### src/rtl/flappy_pkg.sv
// Shared constants and encodings for the flappy-bird core.
package flappy_pkg;

  localparam int unsigned PIX_CLK_HZ          = 25_000_000;
  // 10 ms stable window and 1 s hold at the pixel clock
  localparam int unsigned DEBOUNCE_CYCLES_DEF = PIX_CLK_HZ / 100;
  localparam int unsigned LONG_CYCLES_DEF     = PIX_CLK_HZ;

  typedef enum logic [1:0] {
    BTN_IDLE         = 2'd0,
    BTN_PRESS_WAIT   = 2'd1,
    BTN_HELD         = 2'd2,
    BTN_RELEASE_WAIT = 2'd3
  } btn_state_e;

endpackage

### src/rtl/button_ctrl_if.sv
// Button pin, frame tick and conditioned button events.
interface button_ctrl_if;

  logic button;
  logic frame_tick;
  logic pressed;
  logic press;
  logic release_pulse;
  logic long_press;
  logic flap;

  modport master (
    output button,
    output frame_tick,
    input  pressed,
    input  press,
    input  release_pulse,
    input  long_press,
    input  flap
  );

  modport slave (
    input  button,
    input  frame_tick,
    output pressed,
    output press,
    output release_pulse,
    output long_press,
    output flap
  );

endinterface

### src/rtl/sync_2ff.sv
// Two-flop synchronizer for asynchronous board inputs.
module sync_2ff #(
  parameter int unsigned      WIDTH     = 1,
  parameter logic [WIDTH-1:0] RESET_VAL = '0
) (
  input  logic             clk,
  input  logic             rst,
  input  logic [WIDTH-1:0] d,
  output logic [WIDTH-1:0] q
);

  logic [WIDTH-1:0] meta;

  // Two-stage capture; reset to the idle level of the input
  always_ff @(posedge clk) begin
    if (rst) begin
      meta <= RESET_VAL;
      q    <= RESET_VAL;
    end else begin
      meta <= d;
      q    <= meta;
    end
  end

endmodule

### src/rtl/button_ctrl.sv
// Debounces the game button and produces press/release/long-press
// events plus a frame-aligned flap pulse.
module button_ctrl
  import flappy_pkg::*;
#(
  parameter int unsigned DEBOUNCE_CYCLES = DEBOUNCE_CYCLES_DEF,
  parameter int unsigned LONG_CYCLES     = LONG_CYCLES_DEF,
  parameter bit          ACTIVE_LOW      = 1'b0
) (
  input logic          clk,
  input logic          rst,
  button_ctrl_if.slave bus
);

  localparam int unsigned      CNT_W     = $clog2(LONG_CYCLES + 1);
  localparam logic [CNT_W-1:0] DB_LAST   = CNT_W'(DEBOUNCE_CYCLES - 1);
  localparam logic [CNT_W-1:0] HOLD_MAX  = CNT_W'(LONG_CYCLES);
  localparam logic [CNT_W-1:0] HOLD_FIRE = CNT_W'(LONG_CYCLES - 2);

  logic pin_level;
  logic level;

  btn_state_e       state, state_next;
  logic [CNT_W-1:0] db_cnt, db_cnt_next;
  logic [CNT_W-1:0] hold_cnt, hold_cnt_next;
  logic             hold_run;
  logic             pressed_q, pressed_next;
  logic             press_q, press_next;
  logic             rel_q, rel_next;
  logic             long_q, long_next;
  logic             flap_q, flap_next;
  logic             flap_req, flap_req_next;

  // Normalise polarity so a pressed button always reads 1
  assign pin_level = bus.button ^ ACTIVE_LOW;

  sync_2ff #(
    .WIDTH     (1),
    .RESET_VAL (1'b0)
  ) u_sync (
    .clk (clk),
    .rst (rst),
    .d   (pin_level),
    .q   (level)
  );

  // Next-state, counter and event decode
  always_comb begin
    state_next    = state;
    db_cnt_next   = db_cnt;
    hold_cnt_next = hold_cnt;
    hold_run      = 1'b0;
    press_next    = 1'b0;
    rel_next      = 1'b0;
    long_next     = 1'b0;
    flap_next     = 1'b0;
    flap_req_next = flap_req;

    case (state)
      BTN_IDLE: begin
        if (level) begin
          state_next  = BTN_PRESS_WAIT;
          db_cnt_next = '0;
        end
      end
      BTN_PRESS_WAIT: begin
        if (!level) begin
          state_next = BTN_IDLE;
        end else if (db_cnt == DB_LAST) begin
          state_next    = BTN_HELD;
          hold_cnt_next = '0;
          press_next    = 1'b1;
        end else begin
          db_cnt_next = db_cnt + CNT_W'(1);
        end
      end
      BTN_HELD: begin
        hold_run = 1'b1;
        if (!level) begin
          state_next  = BTN_RELEASE_WAIT;
          db_cnt_next = '0;
        end
      end
      BTN_RELEASE_WAIT: begin
        // Bounce back to HELD keeps the hold count running
        hold_run = 1'b1;
        if (level) begin
          state_next = BTN_HELD;
        end else if (db_cnt == DB_LAST) begin
          state_next = BTN_IDLE;
          rel_next   = 1'b1;
        end else begin
          db_cnt_next = db_cnt + CNT_W'(1);
        end
      end
      default: begin
        state_next = BTN_IDLE;
      end
    endcase

    // Saturating hold count; long_press fires once as it reaches LONG-1
    if (hold_run && (hold_cnt != HOLD_MAX)) begin
      hold_cnt_next = hold_cnt + CNT_W'(1);
      long_next     = (hold_cnt == HOLD_FIRE);
    end

    pressed_next = (state_next == BTN_HELD) || (state_next == BTN_RELEASE_WAIT);

    // A press coinciding with the tick is issued directly, never latched
    if (bus.frame_tick) begin
      flap_next     = flap_req | press_q;
      flap_req_next = 1'b0;
    end else begin
      flap_req_next = flap_req | press_q;
    end
  end

  // State, counters and registered outputs
  always_ff @(posedge clk) begin
    if (rst) begin
      state     <= BTN_IDLE;
      db_cnt    <= '0;
      hold_cnt  <= '0;
      pressed_q <= 1'b0;
      press_q   <= 1'b0;
      rel_q     <= 1'b0;
      long_q    <= 1'b0;
      flap_q    <= 1'b0;
      flap_req  <= 1'b0;
    end else begin
      state     <= state_next;
      db_cnt    <= db_cnt_next;
      hold_cnt  <= hold_cnt_next;
      pressed_q <= pressed_next;
      press_q   <= press_next;
      rel_q     <= rel_next;
      long_q    <= long_next;
      flap_q    <= flap_next;
      flap_req  <= flap_req_next;
    end
  end

  assign bus.pressed       = pressed_q;
  assign bus.press         = press_q;
  assign bus.release_pulse = rel_q;
  assign bus.long_press    = long_q;
  assign bus.flap          = flap_q;

endmodule
### src/flat_wrapper.sv
// flat-port wrapper written by rule: the top's interface ports become plain ports
module button_ctrl_flat import flappy_pkg::*;
#(
  parameter int unsigned DEBOUNCE_CYCLES = DEBOUNCE_CYCLES_DEF,
  parameter int unsigned LONG_CYCLES     = LONG_CYCLES_DEF,
  parameter bit          ACTIVE_LOW      = 1'b0
)
  (clk, rst, bus_button, bus_frame_tick, bus_pressed, bus_press, bus_release_pulse, bus_long_press, bus_flap);
  button_ctrl_if bus_i ();
  input logic clk;
  input logic rst;
  input wire logic [$bits(bus_i.button)-1:0] bus_button;
  input wire logic [$bits(bus_i.frame_tick)-1:0] bus_frame_tick;
  output wire logic [$bits(bus_i.pressed)-1:0] bus_pressed;
  output wire logic [$bits(bus_i.press)-1:0] bus_press;
  output wire logic [$bits(bus_i.release_pulse)-1:0] bus_release_pulse;
  output wire logic [$bits(bus_i.long_press)-1:0] bus_long_press;
  output wire logic [$bits(bus_i.flap)-1:0] bus_flap;
  assign bus_i.button = bus_button;
  assign bus_i.frame_tick = bus_frame_tick;
  assign bus_pressed = bus_i.pressed;
  assign bus_press = bus_i.press;
  assign bus_release_pulse = bus_i.release_pulse;
  assign bus_long_press = bus_i.long_press;
  assign bus_flap = bus_i.flap;
  button_ctrl #(.DEBOUNCE_CYCLES(DEBOUNCE_CYCLES), .LONG_CYCLES(LONG_CYCLES), .ACTIVE_LOW(ACTIVE_LOW)) u_core (.clk(clk), .rst(rst), .bus(bus_i));
endmodule
### config.mk
export PLATFORM = sky130hd
export DESIGN_NAME = button_ctrl_flat
export DESIGN_NICKNAME = d
export VERILOG_FILES = /design/src/rtl/flappy_pkg.sv /design/src/rtl/button_ctrl_if.sv /design/src/rtl/sync_2ff.sv /design/src/rtl/button_ctrl.sv /design/src/flat_wrapper.sv
export SDC_FILE = /design/constraint.sdc
export NUM_CORES = 1
export LEC_CHECK = 0
export CORE_UTILIZATION = 30
export CTS_CLUSTER_DIAMETER = 30
export DETAILED_ROUTE_END_ITERATION = 10
export HOLD_SLACK_MARGIN = 0.08
export PLACE_DENSITY = 0.45
export SLEW_MARGIN = 20
export SYNTH_ARGS = -nofsm -noshare
export SYNTH_HDL_FRONTEND = slang
export SYNTH_SLANG_ARGS = --single-unit
### constraint.sdc
create_clock -name clk -period 3.95 [get_ports clk]
set_input_delay 0.395 -clock clk [delete_from_list [all_inputs] [get_ports clk]]
set_output_delay 0.395 -clock clk [all_outputs]
set_load 0.03 [all_outputs]
; Word-level counts from Yosys, hierarchy flattened
; Cells that the tools add are included.
[classes]
n_addsub = 2
eq_ne = 12
n_mux = 19
bitwise_logic = 6
reduce_logical = 14
[op_table]
columns = op, n
row1 = 25-bit 2-to-1 mux, 9
row2 = 25-bit case mux with 4 select lines, 1
row3 = 25-bit by 1-bit adder with 25-bit output (second input constant), 2
row4 = 25-bit by 18-bit == test with 1-bit output (second input constant), 1
row5 = 25-bit == test (second input constant), 1
row6 = 25-bit inequality test (second input constant), 1
row7 = 2-bit 2-to-1 mux, 6
row8 = 2-bit == test (second input constant), 4
row9 = 2-bit inequality test (second input constant), 4
row10 = 2-bit case mux with 4 select lines, 1
row11 = 2-bit OR reduction, 4
row12 = 2-bit nonzero test, 3
row13 = 3-bit OR reduction, 2
row14 = 1-bit NOT, 5
row15 = 4-bit AND reduction, 1
row16 = 3-bit AND reduction, 1
row17 = 2-bit by 1-bit == test with 1-bit output (second input constant), 1
row18 = 2-bit zero test, 1
row19 = 1-bit 2-to-1 mux, 2
row20 = 1-bit logical AND, 1
row21 = 1-bit logical OR, 1
row22 = 1-bit bitwise OR, 1
[word_totals]
ff_bits = 60
in_bits = 4
out_inout_bits = 5
word_cells = 64

; Longest topological paths before layout
; Gate-level depths: netlist of the first run.
[logic_depth]
word_depth = 6
mapped_depth = 8
depth_no_buf = 6

; Cells and area by module
; From an unflattened synthesis of the first run, not the netlist that was laid out.
[hier_totals]
cells_unflattened = 336
hier_area_um2 = 2876.5
[by_module_without_submodules]
columns = mod, instances, cells_each, area_each_um2
row1 = button_ctrl, 1, 332, 2824.0
row2 = sync_2ff, 1, 4, 52.6

; Least setup slack after synthesis of the first run
; No wires, ideal clock.
[synth_path]
kind = flip-flop to flip-flop
from = reg u_core.db_cnt[0]
to = reg u_core.hold_cnt[13]
arrival_time_ns = 1.985
slack_ns = 1.851
path_stages_with_launch = 8
period_less_slack_ns = 2.099
path_cell_list = dfxtp_1 -> ha_1 -> and4_1 -> nand4_2 -> or4b_4 -> buf_6 -> a32o_1 -> a21o_1
[synth_between]
elab_chain_len = 3
[synth_lines]
columns = element, line_no
row1 = from (decl), button_ctrl.sv:24  ; logic [CNT_W-1:0] db_cnt, db_cnt_next;
row2 = from (signal assigned), button_ctrl.sv:132  ; db_cnt <= db_cnt_next;
row3 = 25-bit by 18-bit == test with 1-bit output, button_ctrl.sv:69  ; end else if (db_cnt == DB_LAST) begin
row4 = 2-bit nonzero test (no line), --
row5 = 3-bit AND reduction (no line), --
row6 = to (signal assigned), button_ctrl.sv:133  ; hold_cnt <= hold_cnt_next;
row7 = to (decl), button_ctrl.sv:25  ; logic [CNT_W-1:0] hold_cnt, hold_cnt_next;
; No other way between the ends.
; A chain may end at the register's enable or synchronous reset.

; Final worst setup path of the first run
[layout_path]
from = reg u_core.hold_cnt[15]
to = reg u_core.hold_cnt[18]
[layout_between]
elab_chain_len = 4
word_cells_on_any_way = 8
classes_between = 1 x add/sub / 1 x eq/ne / 1 x mux / 5 x reduce/logical
[layout_lines]
columns = element
row1 = "parallel branches: the longest is 4 deep, another holds 25-bit by 1-bit adder with 25-bit output"
; Several ways; the timed one is not identified.

==> flow_summary.ini, run 1 <==
[power_and_ir_drop]
vdd.ir_drop.worst_v = 0.000164
clkPwrFrac = 0.434
power_frac_comb = 0.023
power.internal_mw = 0.872
p_seq_frac = 0.542
p_sw_frac = 0.223
net-switching-power_mw = 0.250
p_leak_nw = 1.07
powerDensity_mw_per_mm2 = 332

[clock_tree]
cts_tree = built
htree_num_levels = 3
clkLatencyLatePin_ns = 0.33
cts-root-buf = clkbuf_8
cts_buffers = 9
postCtsHoldBufs = 0
path_clk_slew_ns = 0.06
cts_resized = 0
cts_buffer_depth = 2
numClockSinks = 60
post_cts_buffers = 0

[setup_path]
critPathRequiredTime_ns = 4.20
cp-start-kind = register
critical_path_arrival_ns = 2.69
crit_fanout = 18
critPathKind = register to register
worstSetupEndpointType = register

[logic_synthesis]
yosys.area.top_type = dfxtp_1
async_flop_share = 0
synth_nets = 363
yosys_warnings = 0
yosysUniqueCellTypes = 57
yosysTopAreaCellShare = 0.395
seq_area_frac_synth = 0.395
syn_inst = 355
syn_area_per_cell_um2 = 8.57
ys_seq_elements = 60
synth_area_leaders = dfxtp_1, nand3_1, or3_1
synth_common_cells = dfxtp_1, nand3_1, nand2_1, inv_1, o21ai_0
synth_most_common_cell = dfxtp_1
synth_ff_type = dfxtp_1
syn-cell-area_mm2 = 0.00304
synth_edf_count = 0

[place]
dp_hpwl_um = 4740
dpl_cell_area_mm2 = 0.00321
globalplace.congestion = 0.732
portBuffers = 8

[sta]
worst_pin_slew_ns = 0.931
setup-violations-final = 0
max-slew-margin-rel = 0.376
fin_tns_setup_ns = 0
fin_crit_sh = 0.618
max_freq_ghz = 0.410
fin_crit_ns = 2.44
fin_skew_ns = 0.00555
hold-worst-slack_ns = 0.443
finalHoldViolations = 0
rsz0062_at_grt = false
final_max_slew_viol_count = 0

[detailed_routing]
antenna_left = 0
via_per_inst = 5.32
drtIter0Drc = 144
vias = 2647
wire_per_inst_um = 14.3
wl_um = 7100
drc = 0
first_pass_iters = 5

[final_layout]
final_core_util = 0.344
drive_above_1_share = 0.0795
diodes = 0
n_fill_cell = 1076
nNetsFinal = 369
area_delta_synth_final_pct = 10.9
multi_input_area_mm2 = 0.00165
regArea_mm2 = 0.00120
reg.largest.list = u_core.db_cnt x25, u_core.hold_cnt x25, u_core.state x2
final_area_mm2 = 0.00338

[floorplan]
die_width_um = 103
die-area_mm2 = 0.0105
initial_utilization = 0.310
die_h_um = 103
row_count = 36
core_mm2 = 0.00982
num_io_pins = 9

[global_route]
grt_max_degree = 27
grt_first_pass_wirelength_um = 11700
first_global_vias = 2283
grt_usage = 0.144
grt.busiest_layer = met1
met1_usage = 0.219
grt_overflow = 0
antenna_found_initial = 0
grt_use_met2 = 0.192
met3_usage = 0.0251

[outcome]
status = complete, no violations

[run]
drv_cap = 0

[worst_hold_path]
hold_class = register to register
## routing by layer
layer | wire length (µm) | part of all wire
met1 | 3910 | 0.55
met2 | 2820 | 0.40
met3 | 259 | 0.036
met4 | 112 | 0.016
met5 | 0 | 0
## power by group through the flow
stage          logic [mW]  registers, mW  clock network [mW]
2_1_floorplan      0.0183          0.622                   0
3_3_place_gp       0.0265          0.622                   0
3_5_place_dp       0.0266          0.622                   0
4_1_cts            0.0268          0.608               0.510
5_1_grt            0.0291          0.608               0.538
6_report           0.0262          0.608               0.487
## layout make-up
class / count / share of cell area
clock buffer: 13 / 0.0471
multi-input combinational: 254 / 0.488
sequential: 60 / 0.356
timing repair buffer: 10 / 0.0282
clock inverter: 2 / 0.00297
inverter: 26 / 0.0289
tap: 133 / 0.0493
## worst paths after layout
| kind | end | slack (ns) | from | depth (start not counted) |
|---|---|---|---|---|
| max | u_core.hold_cnt[18] | 1.51 | u_core.hold_cnt[15] | 5 |
| min | u_core.u_sync.q | 0.44 | u_core.u_sync.meta | 1 |
| max reg2reg | u_core.hold_cnt[18] | 1.51 | u_core.hold_cnt[15] | 5 |
| min reg2reg | u_core.u_sync.q | 0.44 | u_core.u_sync.meta | 1 |
## critical path: stages (launching register included)
cell and delay (ns):
dfxtp_1 0.36, nor4b_1 0.46, nand3_1 0.31, o31ai_4 0.45, nand3_2 0.45, o221ai_1 0.33
## logic make-up after synthesis
kind of cell | Yosys count | synth area share
buf+inv | 41 | 0.0641
mux | 4 | 0.0132
compound gates | 75 | 0.171
xor+xnor | 11 | 0.0317
simple gates | 160 | 0.309
flops | 60 | 0.395
fa+ha+maj | 4 | 0.0164
## through the flow
stage,setup slack [ns],power [mW],instances
floorplan,1.85,0.640,355
global placement,1.48,0.648,483
detailed placement,1.40,0.649,483
CTS,1.55,1.14,498
global route,1.22,1.18,498
finish,1.51,1.12,498
## cell usage in the layout (no fill, tap or decap), types with 4 or more instances in the layout
| master | n |
|---|---|
| a21oi_1 | 13 |
| and3_1 | 6 |
| and4_1 | 6 |
| clkbuf_8 | 11 |
| clkdlybuf4s50_1 | 8 |
| dfxtp_1 | 60 |
| ha_1 | 4 |
| inv_1 | 26 |
| mux2i_1 | 4 |
| nand2_1 | 27 |
| nand3_1 | 28 |
| nand4_1 | 12 |
| nor2_1 | 18 |
| nor3_1 | 6 |
| nor4_1 | 5 |
| nor4b_1 | 4 |
| o211ai_1 | 13 |
| o21ai_0 | 19 |
| o22ai_1 | 5 |
| or3_1 | 18 |
| or4_1 | 11 |
| xnor2_1 | 8 |
Power figures use the tool's default switching activity.
==> inputs of run 2 (changes only) <==
==> constraint.sdc (replaced) <==
create_clock -name clk -period 2.46 [get_ports clk]
set_input_delay 0.246 -clock clk [delete_from_list [all_inputs] [get_ports clk]]
set_output_delay 0.246 -clock clk [all_outputs]
set_load 0.03 [all_outputs]
==> flow_summary.ini, run 2 (synthesis results as in run 1) <==
[outcome]
status = complete, no violations

[floorplan]
die_width_um = 103
die-area_mm2 = 0.0105
initial_utilization = 0.310
row_count = 36
core_mm2 = 0.00982
num_io_pins = 9
die_h_um = 103

[sta]
worst_pin_slew_ns = 0.650
setup-violations-final = 0
final_max_slew_viol_count = 0
fin_tns_setup_ns = 0
max_freq_ghz = 0.425
finalHoldViolations = 0
setup_ws_ns = 0.107
max-slew-margin-rel = 0.565
rsz0062_at_grt = false
fin_crit_sh = 0.957
fin_crit_ns = 2.35
fin_skew_ns = 0.0103

[final_layout]
drive_above_1_share = 0.104
layout_common_cells = dfxtp_1, nand3_1, nand2_1, inv_1, o21ai_0
nNetsFinal = 379
diodes = 0
reg.largest.list = u_core.db_cnt x25, u_core.hold_cnt x25, u_core.state x2
area_delta_synth_final_pct = 13.8
final_core_util = 0.353
final_common_cell = dfxtp_1

[clock_tree]
postCtsHoldBufs = 0
cts_buffer_depth = 2
cts-root-buf = clkbuf_8
post_cts_buffers = 0
cts_resized = 0
path_clk_slew_ns = 0.07
cts_buffers = 9
cts_tree = built
numClockSinks = 60
htree_num_levels = 3
clkLatencyLatePin_ns = 0.33

[place]
pre_cts_slack_ns = 0.163
portBuffers = 8
globalplace.congestion = 0.748
dp_hpwl_um = 4850

[global_route]
grt_usage = 0.147
grt.busiest_layer = met1
first_global_vias = 2395
met1_usage = 0.213
grt_first_pass_wirelength_um = 11800
antenna_found_initial = 0
grt_max_degree = 25
grt_use_met2 = 0.207
grt_overflow = 0
met3_usage = 0.0366

[setup_path]
critPathKind = register to register
slowest_stage = o311a_1
crit_fanout = 13
worstSetupEndpointType = register
cp-start-kind = register
critPathRequiredTime_ns = 2.68
path_cells = nor4b_1 > nand3_1 > o311a_1 > a32o_1 > a21o_1
critical_path_arrival_ns = 2.57
crit_path_max_incr_delay_ns = 0.57

[detailed_routing]
wire_per_inst_um = 13.7
antenna_left = 0
first_pass_iters = 4
wl_um = 6970
vias = 2606
drc = 0
via_per_inst = 5.13
drtIter0Drc = 70

[run]
drv_cap = 0

[power_and_ir_drop]
power.internal_mw = 1.40
vdd.ir_drop.worst_v = 0.000180
net-switching-power_mw = 0.411
report.power.total_mw = 1.81
powerDensity_mw_per_mm2 = 524
p_sw_frac = 0.226
power_frac_comb = 0.026
p_seq_frac = 0.538
clkPwrFrac = 0.436
p_leak_nw = 1.13

[worst_hold_path]
hold_class = register to register
-- run 2: power groups by stage --
stage / Sequential, mW / Clock [mW] / Combinational, mW
4_1_cts: 0.976 / 0.815 / 0.0476
6_report: 0.977 / 0.791 / 0.0465
3_3_place_gp: 0.999 / 0 / 0.0474
3_5_place_dp: 0.999 / 0 / 0.0472
5_1_grt: 0.976 / 0.878 / 0.0514
2_1_floorplan: 0.998 / 0 / 0.0295
-- run 2: final cells by class --
type,count,area [µm²]
Clock buffer,13,159
Clock inverter,2,10.0
Fill cell,1076,6360
Inverter,26,97.6
Multi-Input combinational cell,254,1650
Sequential cell,60,1200
Tap cell,133,166
Timing Repair Buffer,20,183
-- run 2: critical path, delay by kind of cell (launching register included) --
family | cells | cell delay, ns
DFF | 1 | 0.36
and+or+nand+nor | 2 | 0.86
AOI/OAI and AO/OA | 3 | 1.02
-- run 2: stage by stage --
step	cell area, µm²	hold slack, ns	instances
final	3460	0.439	508
after detailed placement	3290	0.427	493
after global routing	3460	0.450	508
after floorplan	3040	0.318	355
after CTS	3460	0.442	508
after global placement	3290	0.417	493
-- run 2: metal layers --
metal  vias up  wire length, µm
li1       1373                -
met1      1195             3840
met2        28             2820
met3        10              217
met4         0               95
met5         -                0
-- run 2: path summary, 6_finish.rpt --
path / slack (ns) / to / start / cells after the start
hold / removal: 0.44 / u_core.u_sync.q / u_core.u_sync.meta / 1
hold reg to reg: 0.44 / u_core.u_sync.q / u_core.u_sync.meta / 1
setup reg to reg: 0.11 / u_core.hold_cnt[5] / u_core.hold_cnt[15] / 5
setup / recovery: 0.11 / u_core.hold_cnt[5] / u_core.hold_cnt[15] / 5
==> inputs of run 3 (changes only) <==
--- a/config.mk
+++ b/config.mk
@@ -5,6 +5,7 @@
 export SDC_FILE = /design/constraint.sdc
 export NUM_CORES = 1
 export LEC_CHECK = 0
+export ABC_AREA = 1
 export CORE_UTILIZATION = 30
 export CTS_CLUSTER_DIAMETER = 30
 export DETAILED_ROUTE_END_ITERATION = 10
==> flow_summary.ini, run 3 <==
[global_route]
grt_max_degree = 29
antenna_found_initial = 0
grt_first_pass_wirelength_um = 16200
first_global_vias = 3329
grt_overflow = 0
grt_usage = 0.164

[sta]
rsz0062_at_grt = false
fin_tns_setup_ns = 0
final_max_slew_viol_count = 0
fin_skew_ns = 0.00594
setup-violations-final = 0
max-slew-margin-rel = 0.675
max_freq_ghz = 0.529
fin_crit_ns = 1.89
worst_pin_slew_ns = 0.487
finalHoldViolations = 0
hold-worst-slack_ns = 0.403
fin_crit_sh = 0.769

[final_layout]
final_area_mm2 = 0.00414
layout_common_cells = nand2_1, nor2_1, inv_1, nand3_1, dfxtp_1
area_delta_synth_final_pct = 12.8
final_common_cell = nand2_1
diodes = 0
final_core_util = 0.346
nNetsFinal = 608
n_fill_cell = 1326
reg.largest.list = u_core.db_cnt x25, u_core.hold_cnt x25, u_core.state x2
drive_above_1_share = 0.0829

[clock_tree]
cts_buffer_depth = 2
clkLatencyLatePin_ns = 0.33
cts-root-buf = clkbuf_16
path_clk_slew_ns = 0.05
numClockSinks = 60
htree_num_levels = 3
cts_resized = 0
cts_buffers = 9
cts_tree = built
postCtsHoldBufs = 0
post_cts_buffers = 0

[logic_synthesis]
ys_seq_elements = 60
synth_edf_count = 0
synth_top_family_by_area = simple AND/OR/NAND/NOR gates
synth-xor-area-share = 0.0239
yosysTopAreaCellShare = 0.327
yosys_warnings = 0
synth_common_cells = nand2_1, nor2_1, inv_1, nand3_1, dfxtp_1
yosysUniqueCellTypes = 30
syn-cell-area_mm2 = 0.00367
synth_nets = 599
synth_most_common_cell = nand2_1
synthAdderAreaFrac = 0.0136
yosys.area.top_type = dfxtp_1
synth_compound_area_frac = 0.0688
synth_ff_type = dfxtp_1
synthSimpleGateAreaFrac = 0.464
syn_inst = 591
synth_area_leaders = dfxtp_1, nand2_1, nor2_1
async_flop_share = 0
muxShareOfSynthArea = 0
syn_area_per_cell_um2 = 6.21
seq_area_frac_synth = 0.327

[detailed_routing]
drtIter0Drc = 202
wire_per_inst_um = 12.7
antenna_left = 0
via_per_inst = 4.73
drc = 0
vias = 3548
wl_um = 9530
first_pass_iters = 4

[power_and_ir_drop]
net-switching-power_mw = 0.484
p_leak_nw = 1.53
p_sw_frac = 0.218
vdd.ir_drop.worst_v = 0.000259
power.internal_mw = 1.74
powerDensity_mw_per_mm2 = 537
report.power.total_mw = 2.22
power_frac_comb = 0.025
p_seq_frac = 0.441
clkPwrFrac = 0.535

[run]
drv_cap = 0

[floorplan]
core_mm2 = 0.0120
die_h_um = 113
die-area_mm2 = 0.0127
die_width_um = 113
row_count = 40
num_io_pins = 9
initial_utilization = 0.307

[outcome]
status = complete, no violations

[setup_path]
critPathRequiredTime_ns = 2.72
crit_fanout = 16
critPathKind = register to register
cp-start-kind = register
worstSetupEndpointType = register
critical_path_arrival_ns = 2.15

[place]
dp_hpwl_um = 6930
dpl_cell_area_mm2 = 0.00386
globalplace.congestion = 0.809
portBuffers = 8

[worst_hold_path]
hold_class = register to register
-- run 3: area by class of cell --
class	count	area [µm²]	area share
multi-input combinational	445	2090	0.505
sequential	60	1200	0.290
inverter	72	277	0.0668
clock buffer	12	267	0.0644
tap	147	184	0.0444
timing repair buffer	12	110	0.0266
clock inverter	2	10.0	0.00242
-- run 3: layer usage --
| layer | vias up | share of wire | global-route usage |
|---|---|---|---|
| met4 | 0 | 0.020 | 0.0649 |
| met1 | 1613 | 0.47 | 0.192 |
| met2 | 26 | 0.49 | 0.290 |
| li1 | 1895 | - | - |
| met5 | - | 0 | 0 |
| met3 | 14 | 0.020 | 0.0346 |
-- run 3: worst paths after layout --
kind / start / end / slack (ns) / cells after the start
worst max register to register: u_core.hold_cnt[1] / u_core.hold_cnt[6] / 0.57 / 10
worst min register to register: u_core.u_sync.meta / u_core.u_sync.q / 0.40 / 2
worst max-delay path: u_core.hold_cnt[1] / u_core.hold_cnt[6] / 0.57 / 10
worst min-delay path: u_core.u_sync.meta / u_core.u_sync.q / 0.40 / 2
-- run 3: worst max-delay path: stages, from the launching register on --
cell and delay [ns]:
dfxtp_1 0.42, inv_1 0.07, ha_1 0.17, nand3_1 0.08
nor2_1 0.07, nand2_1 0.07, nor2_1 0.05, nor2_2 0.32
buf_4 0.30, o21ai_0 0.11, a21oi_1 0.15
-- run 3: through the flow --
step           cells  setup slack (ns)
3_5_place_dp     736             0.553
4_1_cts          750             0.540
2_1_floorplan    591             0.913
6_report         750             0.569
3_3_place_gp     736             0.632
5_1_grt          750             0.289
-- run 3: power groups by stage --
stage	clock network (mW)	registers, mW	logic [mW]
after detailed placement	0	1.00	0.0559
after CTS	1.23	0.979	0.0561
after global routing	1.27	0.979	0.0610
after floorplan	0	0.999	0.0403
after global placement	0	0.999	0.0560
final	1.19	0.979	0.0546
-- run 3: logic make-up (layout without fill, tap and decap cells) --
kind of cell | after synthesis | after routing
xor+xnor | 10 | 10
fa+ha+maj | 4 | 4
buf+inv | 86 | 98
flops | 60 | 60
compound gates | 50 | 50
simple gates | 381 | 381
